==> config.mk <==
export PLATFORM = sky130hd
export DESIGN_NAME = encoder_8x3
export DESIGN_NICKNAME = d
export VERILOG_FILES = /design/src/rtl/encoder_pkg.sv /design/src/rtl/prio_enc_comb.sv /design/src/rtl/encoder_8x3.sv
export SDC_FILE = /design/constraint.sdc
export NUM_CORES = 1
export LEC_CHECK = 0
export CORE_AREA = 4 4 41 43
export DETAILED_ROUTE_END_ITERATION = 10
export DIE_AREA = 0 0 45 47
export GPL_ROUTABILITY_DRIVEN = 0
export HOLD_SLACK_MARGIN = 0.12
export PLACE_DENSITY = 0.45
export REMOVE_ABC_BUFFERS = 1
export SETUP_SLACK_MARGIN = 0.5
export SLEW_MARGIN = 40
export SYNTH_ARGS = -nofsm -noshare
export SYNTH_HDL_FRONTEND = slang
export SYNTH_SLANG_ARGS = --single-unit
==> constraint.sdc <==
create_clock -name clk -period 2.65 [get_ports clk]
set_clock_uncertainty 0.05 [all_clocks]
set_input_delay 0.53 -clock clk [delete_from_list [all_inputs] [get_ports clk]]
set_output_delay 0.53 -clock clk [all_outputs]
set_load 0.01 [all_outputs]
==> src/rtl/encoder_pkg.sv <==
// Shared widths, index type and set-bit search helpers for the 8-to-3 priority encoder.
// The optional multi-hot flag is built only when ENCODER_MULTI_HOT_EN is defined.
package encoder_pkg;

   localparam int unsigned ENC_IN_W  = 8;
   localparam int unsigned ENC_OUT_W = 3;

   typedef logic [ENC_OUT_W-1:0] enc_idx_t;
   typedef logic [ENC_IN_W-1:0]  enc_vec_t;

   // Index of the winning set bit; returns 0 for an all-zero vector.
   // The scan direction makes the last hit in the loop the winner.
   function automatic enc_idx_t find_set_idx(input enc_vec_t vec, input logic lsb_first);
      enc_idx_t idx;
      idx = '0;
      if (lsb_first) begin
         for (int i = ENC_IN_W - 1; i >= 0; i--) begin
            if (vec[i]) idx = ENC_OUT_W'(i);
         end
      end else begin
         for (int i = 0; i < ENC_IN_W; i++) begin
            if (vec[i]) idx = ENC_OUT_W'(i);
         end
      end
      return idx;
   endfunction

   // True when more than one bit is set: clearing the lowest set bit leaves something.
   function automatic logic is_multi_hot(input enc_vec_t vec);
      enc_vec_t low_cleared;
      low_cleared = vec & (vec - ENC_IN_W'(1));
      return (low_cleared != '0);
   endfunction

endpackage

==> src/rtl/prio_enc_comb.sv <==
// Combinational priority search: winning index, any-set and (optionally) multi-set.
// Multi-set logic and its port exist only under ENCODER_MULTI_HOT_EN.
module prio_enc_comb
   import encoder_pkg::*;
(
   input  enc_vec_t i_vec,
   input  logic     i_lsb_first,
   output enc_idx_t o_idx_c,
`ifdef ENCODER_MULTI_HOT_EN
   output logic     o_multi_c,
`endif
   output logic     o_any_c
);

   // Index and occupancy of the request vector.
   always_comb begin
      o_idx_c = find_set_idx(i_vec, i_lsb_first);
      o_any_c = (i_vec != '0);
   end

`ifdef ENCODER_MULTI_HOT_EN
   // More than one request present.
   always_comb begin
      o_multi_c = is_multi_hot(i_vec);
   end
`endif

endmodule

==> src/rtl/encoder_8x3.sv <==
// 8-to-3 priority encoder with enable and one-cycle registered result.
// LSB_PRIORITY=0 picks the highest set bit, 1 picks the lowest.
// Define ENCODER_MULTI_HOT_EN to add the registered 'multi' output.
module encoder_8x3
   import encoder_pkg::*;
#(
   parameter int unsigned LSB_PRIORITY = 0
) (
   input  logic                 clk,
   input  logic                 rst,
   input  logic [ENC_IN_W-1:0]  In,
   input  logic                 En,
   output logic [ENC_OUT_W-1:0] out,
`ifdef ENCODER_MULTI_HOT_EN
   output logic                 multi,
`endif
   output logic                 valid
);

   localparam logic LSB_FIRST = (LSB_PRIORITY != 0);

   enc_idx_t w_idx;
   logic     w_any;
   enc_idx_t r_out;
   logic     r_valid;

`ifdef ENCODER_MULTI_HOT_EN
   logic     w_multi;
   logic     r_multi;
`endif

   prio_enc_comb u_prio (
      .i_vec       (In),
      .i_lsb_first (LSB_FIRST),
      .o_idx_c     (w_idx),
`ifdef ENCODER_MULTI_HOT_EN
      .o_multi_c   (w_multi),
`endif
      .o_any_c     (w_any)
   );

   // Result register: reset wins, then a result only when enabled with a request present.
   always_ff @(posedge clk) begin
      if (rst) begin
         r_out   <= '0;
         r_valid <= 1'b0;
      end else if (En && w_any) begin
         r_out   <= w_idx;
         r_valid <= 1'b1;
      end else begin
         r_out   <= '0;
         r_valid <= 1'b0;
      end
   end

`ifdef ENCODER_MULTI_HOT_EN
   // Multi-hot flag register, qualified by enable.
   always_ff @(posedge clk) begin
      if (rst) begin
         r_multi <= 1'b0;
      end else begin
         r_multi <= En && w_multi;
      end
   end

   assign multi = r_multi;
`endif

   assign out   = r_out;
   assign valid = r_valid;

endmodule

==> summary.txt <==
GRT
  – Number of global-route vias before repair: 200
  – Grt ovf: 0
  – Wire length of the first global-routing pass: just under 700 µm
  – Gr usage total: 5.063%
  – Largest net degree at the start of global routing: 5
  – Initial antenna violation count: 0

Cells and area
  – Commonest non-fill, non-tap cell in the layout: clkdlybuf4s50_1
  – P&R area growth vs syn: 109.0%
  – Area taken by multi-input logic gates: 82.58 µm²
  – Utilization after layout: 26.73%
  – Inserted Diodes: 0
  – Layout cell share with drive strength beyond 1: between 10% and 20%
  – Register area: roughly 80 µm²
  – Commonest cells after routing, fill and taps aside: clkdlybuf4s50_1, nor2_1, dfxtp_1
  – Nets@finish: approximately 50
  – Fillers: around 140

Yosys
  – Synth cell types: 11
  – Post-synthesis xor/xnor area fraction: 0%
  – Syn avg cell area: approximately 8.8 µm²
  – Post-Synth Simple-Gate Area: approximately 28%
  – Sequential-to-total area share from yosys stat: 48.12%
  – Area contributors post-synth: dfxtp_1, nor2_1, nor4_2
  – Seq cells post-synth: 4
  – Post-synthesis adder-cell area fraction: 0%
  – Mux share of post-synthesis cell area: 0%
  – Post-synth top area cell: dfxtp_1
  – Syn Inst Count: 19
  – Yosys warning count: 0
  – Main combinational cell family by area after synthesis: simple AND/OR/NAND/NOR gates
  – Mapped cell area: approximately 170 µm²
  – Yosys top cell area share: approximately half
  – Complex-gate fraction of the synthesized area: between 20 and 25%

Timing
  – Unrepaired setup endpoints after global routing: false
  – Setup violators final: 0
  – Max-slew headroom: about four fifths
  – Slew of the pin with the lowest slew margin: about 0.32 ns
  – Slew Viols, Final: 0
  – Fmax: about 610 MHz
  – Final worst-path cycle share: 61.55%
  – Final Hold Vio Count: 0
  – Final period demand of the worst path: 1.631 ns
  – Final TNS setup: 0 ns

Die
  – I/O pin total: 15
  – DIE AREA: ~2100 µm²
  – Placement row count: 13
  – Chip Width: approximately 45 µm
  – Initial Util: roughly an eighth
  – Die Ht: around 47 µm
  – Core area: approximately 1300 µm²

CTS
  – Post-CTS setup buffer count: 0
  – CTS tree: done
  – Inserted Clock Buffers: 3
  – Clk sinks: 4
  – Clock Tree Root: clkbuf_4
  – Max clock buf depth: 2
  – Hold-fix buffers, CTS: 0
  – Clock-pin slew on the worst setup and hold paths: ~0.04 ns
  – H-tree levels: 1
  – Post-cts gate resize count: 0

Power and ir drop
  – Leakage power: 0.0001288 µW
  – Pint: between 100 and 150 µW
  – PD cells: roughly 500 nW/µm²
  – Max VDD drop: ~0.000097 V
  – Switching Power: between 30 and 40 µW
  – Switching part of the total power: around a fifth
  – Combinational Power Share: about a fifth
  – Flop pwr share: 38.0%
  – Clock share of power: between 40% and 50%

Route
  – Final WL: approximately 430 µm
  – ANT nets after route: 0
  – Drt initial violations: 3
  – Vias: between 200 and 250
  – WL/cell: around 8.4 µm
  – DRT Pass-1 Iters: 4
  – Drt drc: 0
  – Vias per std cell: approximately 4.0

Setup path
  – CP delay by family, top: buffers and inverters
  – CP max stage delay: 0.52 ns
  – Critical Path Stages: 1
  – Worst EP required: 2.07 ns
  – Setup crit end kind: primary output
  – Critical path class: reg2out
  – Critical Path Start: valid
  – Crit path max fanout: 1
  – Worst setup endpoint: valid
  – CP Launch Type: register
  – Slowest CP cell: clkdlybuf4s50_1
  – WP data arrival: 1.05 ns
  – Crit path buf inv count: 1
  – Critical-path cell list: clkdlybuf4s50_1

Min path
  – Hold path start: En
  – Worst Hold Class: in2reg

Outcome
  – Status: completed

Run
  – Max-cap viol count: 0

Placed design
  – DP HPWL: approximately 360 µm
  – Port bufs: 14
-- sequential cells by signal, summed over array words and instances, names as in the netlist --
signal,cells
out,3
valid,1
-- stage by stage --
stage               std cells  hold WS, ns  setup WS [ns]  power (µW)  cell area [µm²]
floorplan                  19       0.6034          1.423       73.83            166.4
global placement           48        1.118         0.8907       98.49            325.3
detailed placement         48        1.133         0.8439       99.08            325.3
CTS                        51       0.8847          1.000       176.1            347.8
global route               51       0.9021         0.9659       179.9            347.8
finish                     51       0.8925          1.019       170.3            347.8
-- metal layers --
layer	wire length, µm	vias up	track usage, %
met5	0	-	0
li1	-	101	-
met2	171	17	7.345
met1	169	84	4.566
met4	0	0	7.018
met3	89	0	2.299
-- cell usage after synthesis --
cell type / count
a21boi_0: 1
nor4_2: 1
dfxtp_1: 4
nor2_1: 4
nor2b_1: 1
a21oi_1: 2
o21ai_0: 2
nand2b_1: 1
a21oi_2: 1
nor4_1: 1
inv_1: 1
-- logic make-up (layout without fill, tap and decap cells) --
logic type      after synthesis  in the layout
buf+inv                       1             18
simple gates                  8              8
compound gates                6              6
flops                         4              4
-- power groups by stage --
stage	clock (µW)	combinational, µW	sequential (µW)
finish	72.2	33.4	64.7
global route	78.7	36.0	65.1
CTS	77.8	33.5	64.7
detailed placement	0	33.4	65.7
global placement	0	33.0	65.4
floorplan	0	6.32	67.5
-- worst min path at each step --
stage	end	slack, ns	cells past startpoint
2_1_floorplan	out[2]	0.60	2
3_3_place_gp	valid	1.12	3
3_5_place_dp	valid	1.13	3
4_1_cts	valid	0.88	3
5_1_grt	valid	0.90	3
6_report	valid	0.89	3
-- area by class of cell --
class,count,share of cell area [%]
Timing Repair Buffer,14,40.29
Multi-Input combinational cell,14,23.74
Sequential cell,4,23.02
Clock buffer,3,6.475
Tap cell,15,5.396
Inverter,1,1.079
No activity file was read; power rests on OpenSTA's default activity.
